`config.mk`:
```
export PLATFORM = sky130hd
export DESIGN_NAME = multi_mode_led_sequencer
export DESIGN_NICKNAME = d
export VERILOG_FILES = /design/src/rtl/multi_mode_led_sequencer.sv
export SDC_FILE = /design/constraint.sdc
export NUM_CORES = 1
export LEC_CHECK = 0
export BUFFER_PORTS_ARGS = -buffer_cell sky130_fd_sc_hd__buf_2
export CAP_MARGIN = 30
export CELL_PAD_IN_SITES_DETAIL_PLACEMENT = 0
export CELL_PAD_IN_SITES_GLOBAL_PLACEMENT = 2
export CORE_ASPECT_RATIO = 1.1
export CORE_MARGIN = 5
export CORE_UTILIZATION = 45
export CTS_BUF_LIST = sky130_fd_sc_hd__clkbuf_8
export DETAILED_ROUTE_END_ITERATION = 6
export PLACE_DENSITY_LB_ADDON = 0.1
export RECOVER_POWER = 50
export SLEW_MARGIN = 20
export SYNTH_ARGS = -nofsm -noshare
export SYNTH_HDL_FRONTEND = slang
export SYNTH_SLANG_ARGS = --single-unit
export TNS_END_PERCENT = 100
```
`constraint.sdc`:
```
create_clock -name i_Clk -period 3.85 [get_ports i_Clk]
set_input_delay 0.5775 -clock i_Clk [delete_from_list [all_inputs] [get_ports i_Clk]]
set_output_delay 0.5775 -clock i_Clk [all_outputs]
set_load 0.005 [all_outputs]
```
`src/rtl/multi_mode_led_sequencer.sv`:
```
// multi_mode_led_sequencer: drives NUM_LEDS LEDs in OFF / SOLID / BLINK / CHASE modes from
// synchronized switch inputs. Define DEBOUNCE_EN to add a stability filter in front of the commit stage.
module multi_mode_led_sequencer #(
    parameter int NUM_LEDS       = 4,
    parameter int SEL_WIDTH      = $clog2(NUM_LEDS),
    parameter int COUNT          = 25000000,
    parameter int DEBOUNCE_LIMIT = 250000
) (
    input  logic                 i_Clk,
    input  logic                 i_Rst_L,
    input  logic [SEL_WIDTH-1:0] i_Sel,
    input  logic [1:0]           i_Mode,
    output logic [NUM_LEDS-1:0]  o_LED,
    output logic                 o_Phase,
    output logic                 o_Cfg_Change
);

    typedef enum logic [1:0] {
        MODE_OFF   = 2'd0,
        MODE_SOLID = 2'd1,
        MODE_BLINK = 2'd2,
        MODE_CHASE = 2'd3
    } mode_t;

    localparam int CFG_W = SEL_WIDTH + 2;
    localparam int CNT_W = (COUNT > 1) ? $clog2(COUNT) : 1;
    localparam logic [CNT_W-1:0]     CNT_LAST = CNT_W'(COUNT - 1);
    localparam logic [SEL_WIDTH-1:0] POS_LAST = SEL_WIDTH'(NUM_LEDS - 1);

    logic [CFG_W-1:0]     sync1, sync2, cfg;
    logic                 commit;
    logic [CNT_W-1:0]     tick_cnt;
    logic                 tick, phase;
    logic [SEL_WIDTH-1:0] chase_pos;
    logic [SEL_WIDTH-1:0] cfg_sel;
    mode_t                cfg_mode;
    logic [NUM_LEDS-1:0]  led_next;

    // Config word is {sel, mode}.
    assign cfg_sel  = cfg[CFG_W-1:2];
    assign cfg_mode = mode_t'(cfg[1:0]);

    function automatic logic [NUM_LEDS-1:0] one_hot(input logic [SEL_WIDTH-1:0] idx);
        one_hot = '0;
        for (int i = 0; i < NUM_LEDS; i++) one_hot[i] = (idx == SEL_WIDTH'(i));
    endfunction

    // NOTE: sequential state uses non-blocking assignments so every register samples pre-edge values.
    always_ff @(posedge i_Clk or negedge i_Rst_L) begin
        if (!i_Rst_L) begin
            sync1 <= '0;
            sync2 <= '0;
        end else begin
            sync1 <= {i_Sel, i_Mode};
            sync2 <= sync1;
        end
    end

`ifdef DEBOUNCE_EN
    localparam int DB_W = (DEBOUNCE_LIMIT > 1) ? $clog2(DEBOUNCE_LIMIT) : 1;
    localparam logic [DB_W-1:0] DB_LAST = DB_W'(DEBOUNCE_LIMIT - 1);

    logic [CFG_W-1:0] sync_prev;
    logic [DB_W-1:0]  stable_cnt;

    always_ff @(posedge i_Clk or negedge i_Rst_L) begin
        if (!i_Rst_L) begin
            sync_prev  <= '0;
            stable_cnt <= '0;
        end else begin
            sync_prev <= sync2;
            if (sync2 != sync_prev)
                stable_cnt <= '0;
            else if (stable_cnt != DB_LAST)
                stable_cnt <= stable_cnt + 1'b1;
        end
    end

    // Saturated counter plus a stable current cycle means DEBOUNCE_LIMIT unchanged cycles.
    assign commit = (sync2 == sync_prev) && (stable_cnt == DB_LAST) && (sync2 != cfg);
`else
    assign commit = (sync2 != cfg);
`endif

    assign tick = (tick_cnt == CNT_LAST);

    // A commit restarts the timebase and takes priority over a coincident tick.
    always_ff @(posedge i_Clk or negedge i_Rst_L) begin
        if (!i_Rst_L) begin
            cfg          <= '0;
            tick_cnt     <= '0;
            phase        <= 1'b0;
            chase_pos    <= '0;
            o_Cfg_Change <= 1'b0;
        end else begin
            o_Cfg_Change <= commit;
            if (commit) begin
                cfg       <= sync2;
                tick_cnt  <= '0;
                phase     <= 1'b1;
                chase_pos <= '0;
            end else if (tick) begin
                tick_cnt  <= '0;
                phase     <= ~phase;
                chase_pos <= (chase_pos == POS_LAST) ? '0 : chase_pos + 1'b1;
            end else begin
                tick_cnt <= tick_cnt + 1'b1;
            end
        end
    end

    always_comb begin
        // NOTE: default first so every path assigns led_next and no latch is inferred.
        led_next = '0;
        unique case (cfg_mode)
            MODE_SOLID: led_next = one_hot(cfg_sel);
            MODE_BLINK: led_next = phase ? one_hot(cfg_sel) : '0;
            MODE_CHASE: led_next = one_hot(chase_pos);
            default:    led_next = '0;
        endcase
    end

    always_ff @(posedge i_Clk or negedge i_Rst_L) begin
        if (!i_Rst_L)
            o_LED <= '0;
        else
            o_LED <= led_next;
    end

    assign o_Phase = phase;

endmodule
```
==> results of run 1 <==
[cells by family (layout without fill, tap and decap cells)]
kind of cell    after synthesis  count (layout)  share of synthesized area (%)
flops                        45              45                          55.01
fa+ha+maj                     5               5                          3.056
compound gates               28              28                          9.046
xor+xnor                     18              18                          7.702
simple gates                 78              78                          21.27
buf+inv                      16              25                          3.362
mux                           1               1                         0.5501
[layer usage]
layer  routed length (µm)  track usage [%]  vias up
met3                  122            3.342        5
met1                 1652            16.75      694
met5                    0                0        -
met2                 1800            23.58       22
met4                   39            4.270        0
li1                     -                -      699
[through the flow]
step	instances	setup slack, ns	utilization (%)	hold WS, ns	power (mW)
2_1_floorplan	191	1.987	-	0.2819	0.5117
3_3_place_gp	246	1.878	48.83	0.3342	0.5267
3_5_place_dp	246	1.799	48.83	0.3362	0.5287
4_1_cts	254	1.803	51.51	0.3399	0.8888
5_1_grt	254	0.9329	51.48	0.3572	0.9167
6_report	254	1.533	51.48	0.3429	0.8757
[placed cells by master, fill, tap and decap left out, types with 6 or more instances in the layout]
| cell | Yosys | layout |
|---|---|---|
| sky130_fd_sc_hd__dfrtp_1 | 45 | 45 |
| sky130_fd_sc_hd__nor2_1 | 22 | 22 |
| sky130_fd_sc_hd__xnor2_1 | 17 | 17 |
| sky130_fd_sc_hd__a21oi_1 | 11 | 11 |
| sky130_fd_sc_hd__buf_2 | 1 | 10 |
| sky130_fd_sc_hd__o31ai_1 | 9 | 9 |
| sky130_fd_sc_hd__nand3_1 | 8 | 8 |
| sky130_fd_sc_hd__nand2_1 | 7 | 7 |
| sky130_fd_sc_hd__nand4_1 | 7 | 7 |
| sky130_fd_sc_hd__inv_1 | 6 | 7 |
| sky130_fd_sc_hd__or3_1 | 6 | 6 |
| sky130_fd_sc_hd__or4_1 | 6 | 6 |
| sky130_fd_sc_hd__nor4_1 | 6 | 6 |
| sky130_fd_sc_hd__clkbuf_8 | 0 | 6 |
[flip-flops by register name (all words and copies together) (netlist names)]
signal,count
sync1,4
cfg,4
sync2,4
o_Cfg_Change,1
chase_pos,2
tick_cnt,25
o_Phase,1
o_LED,4
[power breakdown]
part,switching (mW),internal (mW)
Combinational,0.0187,0.00993
Clock,0.149,0.209
Sequential,0.00702,0.482
[worst min path at each step]
stage	endpoint	slack, ns	depth (start not counted)	start
6_report	sync2[1]	0.34	0	sync1[1]
5_1_grt	sync2[1]	0.36	0	sync1[1]
4_1_cts	sync2[1]	0.34	0	sync1[1]
3_5_place_dp	sync2[1]	0.34	0	sync1[1]
3_3_place_gp	sync2[1]	0.33	0	sync1[1]
2_1_floorplan	cfg[0]	0.28	0	i_Rst_L
[cell type report]
cell class | count | area (µm²)
fillers | 413 | 2110
flip-flops and latches | 45 | 1126
multi-input cells | 130 | 852.1
clock buffers | 6 | 82.58
well taps | 54 | 67.56
repair buffers | 11 | 53.80
clock inverters | 2 | 33.78
inverters | 6 | 22.52
==> results_dict.tcl, run 1 <==
set metrics [dict create \
    clk_transition_reported_paths_ns 0.08 \
    synth_largest_type_area_fraction_pct 55.01 \
    grt_start_max_net_pins 46 \
    ys_dominant_reg_cell "sky130_fd_sc_hd__dfrtp_1" \
    fin_setup_tns_ns 0 \
    timing.critical_path.from_type "primary input" \
    netlist_top_cells_count "sky130_fd_sc_hd__dfrtp_1 (45), sky130_fd_sc_hd__nor2_1 (22), sky130_fd_sc_hd__xnor2_1 (17)" \
    tritoncts "yes" \
    synth_area_leaders "sky130_fd_sc_hd__dfrtp_1 (55%), sky130_fd_sc_hd__xnor2_1 (7.3%), sky130_fd_sc_hd__nor2_1 (4.0%)" \
    ctsRootBufferMaster "sky130_fd_sc_hd__clkbuf_8" \
    synthArstFlopShare_pct 100.0 \
    worst-path-stages 1 \
    critPathMaxStageDelay_ns 1.64 \
    worstSetupPathType "primary input to async pin" \
    via_count_of_the_first_global_routing_pass 1443 \
    hold_violations 0 \
    placed_area_um2 2123 \
    number_of_antenna_violations_at_the_first_check_in_global_routing 0 \
    detail_route.iter0.violations 82 \
    place_hpwl_mm 2.496 \
    global_route_wire_length_before_repair_mm 6.396 \
    critical_path.endpoint_type "async pin" \
    r2r_start "tick_cnt[0]" \
    core-area_um2 4348 \
    power.ir.vdd_worst_v 0.0002163 \
    failed_checks "capacitance limit, slew limit" \
    setup_viol_count_final 0 \
    cap_viol_max_count 1 \
    cts_buffer_depth 2 \
    htree_levels 2 \
    cts.repair.resized 0 \
    grtUsageTotal_pct 13.66 \
    synth_seq_area_share_pct 55.01 \
    worstReg2RegEnd "tick_cnt[24]" \
    antenna_cells_inserted 0 \
    aggregate_global_routing_overflow 0 \
    rsz0062_at_grt "no" \
    worstPathArrival_ns 2.23 \
    portBuffers 11 \
    result_of_the_run "finished with violations" \
    rows 25 \
    postSynthNetCount 202 \
    timing.max_slew.rel_slack_pct -55.78 \
    final.setup_skew_ns 0.009891 \
    share_of_post_route_cells_with_drive_strength_above_1_pct 11.50 \
    die_y_um 80.74 \
    tritoncts.num_buffers 5 \
    path_max_fanout 45 \
    worst_r2r_path_depth 5 \
    crit_start "i_Rst_L" \
    cts.repair_timing.setup_buffer_count 0 \
    clk-insertion-delay-late_ns 0.29 \
    number_of_enable_flip_flop_cells_after_synthesis 0 \
    most_common_cell_in_the_netlist "sky130_fd_sc_hd__dfrtp_1" \
    vias 1420 \
    antenna_left 0 \
    floorplan.initialDensity_pct 47.08 \
    drt_first_pass_iters 4 \
    gate_count_after_technology_mapping 191 \
    synth_area_per_cell_um2 10.72 \
    power.leakage_nw 0.8658 \
    period_minus_slack_ns 2.317 \
    drt-wirelength-per-cell_um 14.23 \
    crit_required_ns 3.76 \
    critical_path.cell_chain "clkbuf_1" \
    summed_area_of_non_filler_cells_in_the_final_layout_um2 2238 \
    slew_viol_final 46 \
    drc_errors 0 \
    tightestPinTransition_ns 2.337 \
    post-route-period-util_pct 60.17 \
    timing.critical_path.to "tick_cnt[4]" \
    crit_buf_inv 1 \
    area_growth_syn_to_layout_pct 9.352 \
    die_w_um 74.31 \
    nNetsFinal 210 \
    power-per-cell-area_nw_per_um2 391.2 \
    hold_fix_buffer_count_after_cts 0 \
    floorplan.die_area_um2 5999 \
    vias_per_inst 5.591 \
    top_cell_family_by_delay_on_the_critical_path "buffers and inverters" \
    synth_largest_area_cell "sky130_fd_sc_hd__dfrtp_1" \
    register_to_register_setup_slack_ns 1.81 \
    number_of_synthesized_register_bits 45 \
    min-delay-path-class "register to register" \
    synth.cell_area_um2 2047 \
    synth.yosys.warnings 0 \
    critical_path.slowest_cell "sky130_fd_sc_hd__clkbuf_1" \
    clock_sink_count 45 \
    wirelength_mm 3.615 \
    boundaryPins 12 \
    finalWeightedCongestion 0.7427 \
    achievable-frequency_ghz 0.4317 \
    netlist-cell-type-count 32 \
]
Note: power is estimated with default switching activity, not from simulation.
==> run 2, diff against run 1 <==
--- a/config.mk
+++ b/config.mk
@@ -11,7 +11,7 @@
 export CELL_PAD_IN_SITES_GLOBAL_PLACEMENT = 2
 export CORE_ASPECT_RATIO = 1.1
 export CORE_MARGIN = 5
-export CORE_UTILIZATION = 45
+export CORE_UTILIZATION = 41
 export CTS_BUF_LIST = sky130_fd_sc_hd__clkbuf_8
 export DETAILED_ROUTE_END_ITERATION = 6
 export PLACE_DENSITY_LB_ADDON = 0.1
==> constraint.sdc (replaced) <==
create_clock -name i_Clk -period 2.2 [get_ports i_Clk]
set_input_delay 0.33 -clock i_Clk [delete_from_list [all_inputs] [get_ports i_Clk]]
set_output_delay 0.33 -clock i_Clk [all_outputs]
set_load 0.005 [all_outputs]
==> results_dict.tcl, run 2 (synthesized netlist as in run 1, its figures left out) <==
set metrics [dict create \
    tritoncts "yes" \
    power-per-cell-area_nw_per_um2 642.4 \
    result_of_the_run "complete, no violations" \
    clock_sink_count 45 \
    ctsRootBufferMaster "sky130_fd_sc_hd__clkbuf_8" \
    tritoncts.num_buffers 5 \
    final_core_utilization_pct 46.40 \
    leading_cell_types_in_the_layout_fill_and_taps_excluded "sky130_fd_sc_hd__dfrtp_1 (45), sky130_fd_sc_hd__nor2_1 (22), sky130_fd_sc_hd__xnor2_1 (17)" \
    crit_required_ns 2.43 \
    num-fill-cells 453 \
    worstSetupPathType "register to register" \
    seq_power_share_pct 58.2 \
    vias 1439 \
    final.setup_skew_ns 0.007529 \
    worstReg2RegEnd "tick_cnt[21]" \
    grt_start_max_net_pins 46 \
    top_register "tick_cnt" \
    drt_first_pass_iters 4 \
    fin_setup_tns_ns 0 \
    timing.critical_path.to "tick_cnt[21]" \
    path_max_fanout 9 \
    antenna_cells_inserted 0 \
    cts.repair_timing.setup_buffer_count 0 \
    wirelength_mm 3.765 \
    design_power_total_mw 1.470 \
    crit_start "tick_cnt[7]" \
    die_y_um 84.11 \
    timing.max_slew.rel_slack_pct 27.70 \
    intPower_mw 1.105 \
    floorplan.initialDensity_pct 41.50 \
    critical_path.endpoint_type "register" \
    clock_power_share_pct 38.0 \
    timing.critical_path.from_type "register" \
    hold_violations 0 \
    aggregate_global_routing_overflow 0 \
    cap_viol_max_count 0 \
    rsz0062_at_grt "no" \
    antenna_left 0 \
    p_comb_share_pct 3.8 \
    floorplan.die_area_um2 6507 \
    place_hpwl_mm 2.702 \
    cts_buffer_depth 2 \
    r2r_start "tick_cnt[7]" \
    grtUsageMet3_pct 3.672 \
    clk_transition_reported_paths_ns 0.10 \
    finalWeightedCongestion 0.7670 \
    largest_register_ffs 25 \
    register_to_register_setup_slack_ns 0.27 \
    drc_errors 0 \
    worst_r2r_path_depth 4 \
    grt.busiest_layer "met2" \
    cts.repair.resized 0 \
    p_sw_mw 0.3649 \
    global_route_wire_length_before_repair_mm 6.637 \
    worstPathArrival_ns 2.16 \
    power.ir.vdd_worst_v 0.0004420 \
    setup_viol_count_final 0 \
    power.leakage_nw 0.8937 \
    htree_levels 2 \
    period_minus_slack_ns 1.929 \
    hold_fix_buffer_count_after_cts 0 \
    portBuffers 11 \
    slew_viol_final 0 \
    share_of_post_route_cells_with_drive_strength_above_1_pct 15.46 \
    min-delay-path-class "primary input to register" \
    global_route.usage.met2_pct 19.30 \
    area_growth_syn_to_layout_pct 11.80 \
    number_of_antenna_violations_at_the_first_check_in_global_routing 0 \
    die_w_um 77.37 \
    nNetsFinal 217 \
    drt-wirelength-per-cell_um 14.21 \
    grtUsageTotal_pct 12.62 \
    via_count_of_the_first_global_routing_pass 1407 \
    achievable-frequency_ghz 0.5185 \
    detail_route.iter0.violations 92 \
    tightestPinTransition_ns 1.085 \
    rows 27 \
    vias_per_inst 5.430 \
    boundaryPins 12 \
    clk-insertion-delay-late_ns 0.30 \
    grt_use_met1_pct 17.14 \
    commonest_non_fill_non_tap_cell_in_the_layout "sky130_fd_sc_hd__dfrtp_1" \
    core-area_um2 4932 \
    share_of_total_power_consumed_by_net_switching_pct 24.82 \
    post-route-period-util_pct 87.67 \
]
-- run 2: cell count changes in the layout (fill, tap and decap cells not counted) --
| cell | before | now |
|---|---|---|
| sky130_fd_sc_hd__clkbuf_2 | 0 | 1 |
| sky130_fd_sc_hd__inv_6 | 0 | 2 |
| sky130_fd_sc_hd__buf_4 | 0 | 5 |
| sky130_fd_sc_hd__inv_8 | 0 | 1 |
| sky130_fd_sc_hd__clkbuf_8 | 6 | 5 |
| sky130_fd_sc_hd__buf_2 | 10 | 11 |
| sky130_fd_sc_hd__inv_1 | 7 | 6 |
| sky130_fd_sc_hd__bufinv_16 | 1 | 0 |
| sky130_fd_sc_hd__clkbuf_1 | 1 | 0 |
| sky130_fd_sc_hd__buf_12 | 0 | 1 |
-- run 2: cell type report --
class	instances	area [µm²]	area share [%]
clock inverter	3	28.78	1.258
timing repair buffer	18	117.6	5.139
tap	58	72.57	3.171
inverter	6	22.52	0.9841
clock buffer	5	68.82	3.007
sequential	45	1126	49.21
multi-input combinational	130	852.1	37.23
-- run 2: critical path, cell delays in order, from the launching register on --
cell and delay (ns):
sky130_fd_sc_hd__dfrtp_1 0.45, sky130_fd_sc_hd__nand4_2 0.19, sky130_fd_sc_hd__or3_1 0.55, sky130_fd_sc_hd__or4_1 0.51
sky130_fd_sc_hd__a21oi_1 0.17
-- run 2: routing by layer --
metal	share of wire [%]	routed length (µm)	vias to the layer above
met1	47	1761	698
met2	48	1814	23
met3	3.8	143	4
met5	0	0	-
met4	1.2	46	0
li1	-	-	714
-- run 2: metrics by stage --
| step | instances | instance area, µm² | hold slack [ns] | setup slack, ns |
|---|---|---|---|---|
| after floorplan | 191 | 2047 | 0.03441 | 0.3372 |
| final | 265 | 2288 | 0.1252 | 0.2712 |
| after detailed placement | 257 | 2193 | 0.3410 | 0.2806 |
| after CTS | 265 | 2291 | 0.1132 | 0.2643 |
| after global routing | 265 | 2288 | 0.1037 | 0.1215 |
| after global placement | 257 | 2193 | 0.3345 | 0.3229 |
-- run 2: worst min-delay path by stage --
stage / start / endpoint / slack [ns] / cells past startpoint
3_5_place_dp: sync1[3] / sync2[3] / 0.34 / 0
6_report: i_Sel[0] / sync1[2] / 0.13 / 1
5_1_grt: i_Sel[1] / sync1[3] / 0.10 / 1
4_1_cts: i_Sel[0] / sync1[2] / 0.11 / 1
2_1_floorplan: i_Rst_L / cfg[0] / 0.03 / 0
3_3_place_gp: sync1[3] / sync2[3] / 0.33 / 0
-- run 2: power by group through the flow --
stage	clock [mW]	combinational [mW]	sequential, mW
2_1_floorplan	0	0.0264	0.869
5_1_grt	0.616	0.0646	0.858
3_5_place_dp	0	0.0594	0.872
6_report	0.559	0.0559	0.855
3_3_place_gp	0	0.0566	0.871
4_1_cts	0.582	0.0595	0.856
==> run 3, diff against run 2 <==
--- a/config.mk
+++ b/config.mk
@@ -14,6 +14,7 @@
 export CORE_UTILIZATION = 41
 export CTS_BUF_LIST = sky130_fd_sc_hd__clkbuf_8
 export DETAILED_ROUTE_END_ITERATION = 6
+export HOLD_SLACK_MARGIN = 0.12
 export PLACE_DENSITY_LB_ADDON = 0.1
 export RECOVER_POWER = 50
 export SLEW_MARGIN = 20
==> constraint.sdc (replaced) <==
create_clock -name i_Clk -period 2.2 [get_ports i_Clk]
set_input_delay 0.33 -clock i_Clk [delete_from_list [all_inputs] [get_ports i_Clk]]
set_output_delay 0.33 -clock i_Clk [all_outputs]
set_load 0.01 [all_outputs]
==> results_dict.tcl, run 3 (synthesized netlist as in run 1, its figures left out) <==
set metrics [dict create \
    area_growth_syn_to_layout_pct 13.75 \
    slew_viol_final 0 \
    crit_required_ns 2.43 \
    clk-insertion-delay-late_ns 0.30 \
    hold_violations 0 \
    portBuffers 11 \
    worstReg2RegEnd "tick_cnt[21]" \
    critical_path.slowest_cell "sky130_fd_sc_hd__or3_1" \
    numPlacedInstances 257 \
    core-area_um2 4932 \
    route.met3.wl_um 132 \
    min-delay-path-class "primary input to async pin" \
    clock_sink_count 45 \
    floorplan.die_area_um2 6507 \
    die_w_um 77.37 \
    timing.critical_path.from_type "register" \
    top_register "tick_cnt" \
    path_max_fanout 9 \
    via_count_of_the_first_global_routing_pass 1410 \
    cap_viol_max_count 0 \
    commonest_non_fill_non_tap_cell_in_the_layout "sky130_fd_sc_hd__dfrtp_1" \
    grtUsageTotal_pct 12.62 \
    cts_buffer_depth 2 \
    final_core_utilization_pct 47.21 \
    floorplan.initialDensity_pct 41.50 \
    detail_route.iter0.violations 75 \
    drt_first_pass_iters 4 \
    critPathMaxStageDelay_ns 0.55 \
    power.leakage_nw 0.9104 \
    vias 1444 \
    final.setup_skew_ns 0.008421 \
    design_power_total_mw 1.481 \
    number_of_antenna_violations_at_the_first_check_in_global_routing 0 \
    dpl_worst_slack_ns 0.2806 \
    r2r_start "tick_cnt[7]" \
    rsz0062_at_grt "no" \
    num-fill-cells 449 \
    fin_setup_tns_ns 0 \
    share_of_post_route_cells_with_drive_strength_above_1_pct 15.17 \
    nNetsFinal 221 \
    largest_register_ffs 25 \
    htree_levels 2 \
    wl_met1_mm 1.803 \
    finalWeightedCongestion 0.7670 \
    critical_path.cell_chain "nand4_2 > or3_1 > or4_1 > a21oi_1" \
    place_hpwl_mm 2.702 \
    timing.critical_path.to "tick_cnt[21]" \
    leading_cell_types_in_the_layout_fill_and_taps_excluded "sky130_fd_sc_hd__dfrtp_1 (45), sky130_fd_sc_hd__nor2_1 (22), sky130_fd_sc_hd__xnor2_1 (17)" \
    ctsRootBufferMaster "sky130_fd_sc_hd__clkbuf_8" \
    power-per-cell-area_nw_per_um2 636.2 \
    antenna_cells_inserted 0 \
    worst_slack_ns 0.2684 \
    result_of_the_run "complete, no violations" \
    met2_length_mm 1.832 \
    antenna_left 0 \
    tightestPinTransition_ns 1.078 \
    crit_start "tick_cnt[7]" \
    cts.repair.resized 0 \
    drt-wirelength-per-cell_um 14.18 \
    achievable-frequency_ghz 0.5177 \
    grt_start_max_net_pins 46 \
    tritoncts "yes" \
    wirelength_mm 3.814 \
    power.ir.vdd_worst_v 0.0005166 \
    worstPathArrival_ns 2.16 \
    timing.max_slew.rel_slack_pct 28.13 \
    setup_viol_count_final 0 \
    post_layout_nonfiller_instances 269 \
    clk_transition_reported_paths_ns 0.10 \
    top_signal_layer_used "met4" \
    period_minus_slack_ns 1.932 \
    register_to_register_setup_slack_ns 0.27 \
    worstSetupPathType "register to register" \
    global_route_wire_length_before_repair_mm 6.617 \
    post-route-period-util_pct 87.80 \
    tritoncts.num_buffers 5 \
    boundaryPins 12 \
    vias_per_inst 5.368 \
    rows 27 \
    worst_r2r_path_depth 4 \
    drc_errors 0 \
    aggregate_global_routing_overflow 0 \
    die_y_um 84.11 \
    critical_path.endpoint_type "register" \
]
==> run 3: changes by cell type in the layout (fill, tap and decap cells not counted) <==
cell	change
sky130_fd_sc_hd__dlygate4sd3_1	+4
==> run 3: critical path, delay by kind of cell, from the launching register on <==
family | cells | cell delay, ns
AND/OR/NAND/NOR | 3 | 1.25
flip-flops | 1 | 0.45
AO/OA/AOI/OAI | 1 | 0.17
==> run 3: layout make-up <==
type	instances	area (µm²)	share of cell area (%)
repair buffers	22	157.7	6.771
flip-flops and latches	45	1126	48.36
multi-input cells	130	852.1	36.59
clock inverters	3	28.78	1.236
clock buffers	5	68.82	2.955
inverters	6	22.52	0.9672
well taps	58	72.57	3.117
==> run 3: worst min-delay path by stage <==
stage | startpoint | endpoint | slack (ns)
final | i_Rst_L | o_LED[2] | 0.29
after global routing | sync1[3] | sync2[3] | 0.37
after CTS | i_Rst_L | o_LED[2] | 0.12
after detailed placement | sync1[3] | sync2[3] | 0.34
after global placement | sync1[3] | sync2[3] | 0.33
after floorplan | i_Rst_L | cfg[0] | 0.03
==> run 3: report_power, final <==
group / total (mW) / switching, mW / internal, mW
sequential: 0.856 / 0.0121 / 0.843
combinational: 0.0634 / 0.0368 / 0.0266
clock: 0.563 / 0.322 / 0.240
total: 1.48 / 0.371 / 1.11
==> run 3: metal layers <==
metal	vias to the layer above	global-route usage, %
li1	724	-
met1	698	17.20
met2	18	19.22
met3	4	3.672
met4	0	4.219
met5	-	0
==> run 3: timing repair <==
item | CTS | global route
buffers inserted | 0 | 0
endpoints found under the hold margin | 4 | 0
endpoints found under the setup margin | 0 | 0
hold buffers | 4 | 0
==> run 3: stage by stage <==
stage	hold WS (ns)	cell area [µm²]
after detailed placement	0.3410	2193
after global placement	0.3345	2193
after CTS	0.1209	2331
final	0.2909	2328
after global routing	0.3722	2328
after floorplan	0.03441	2047
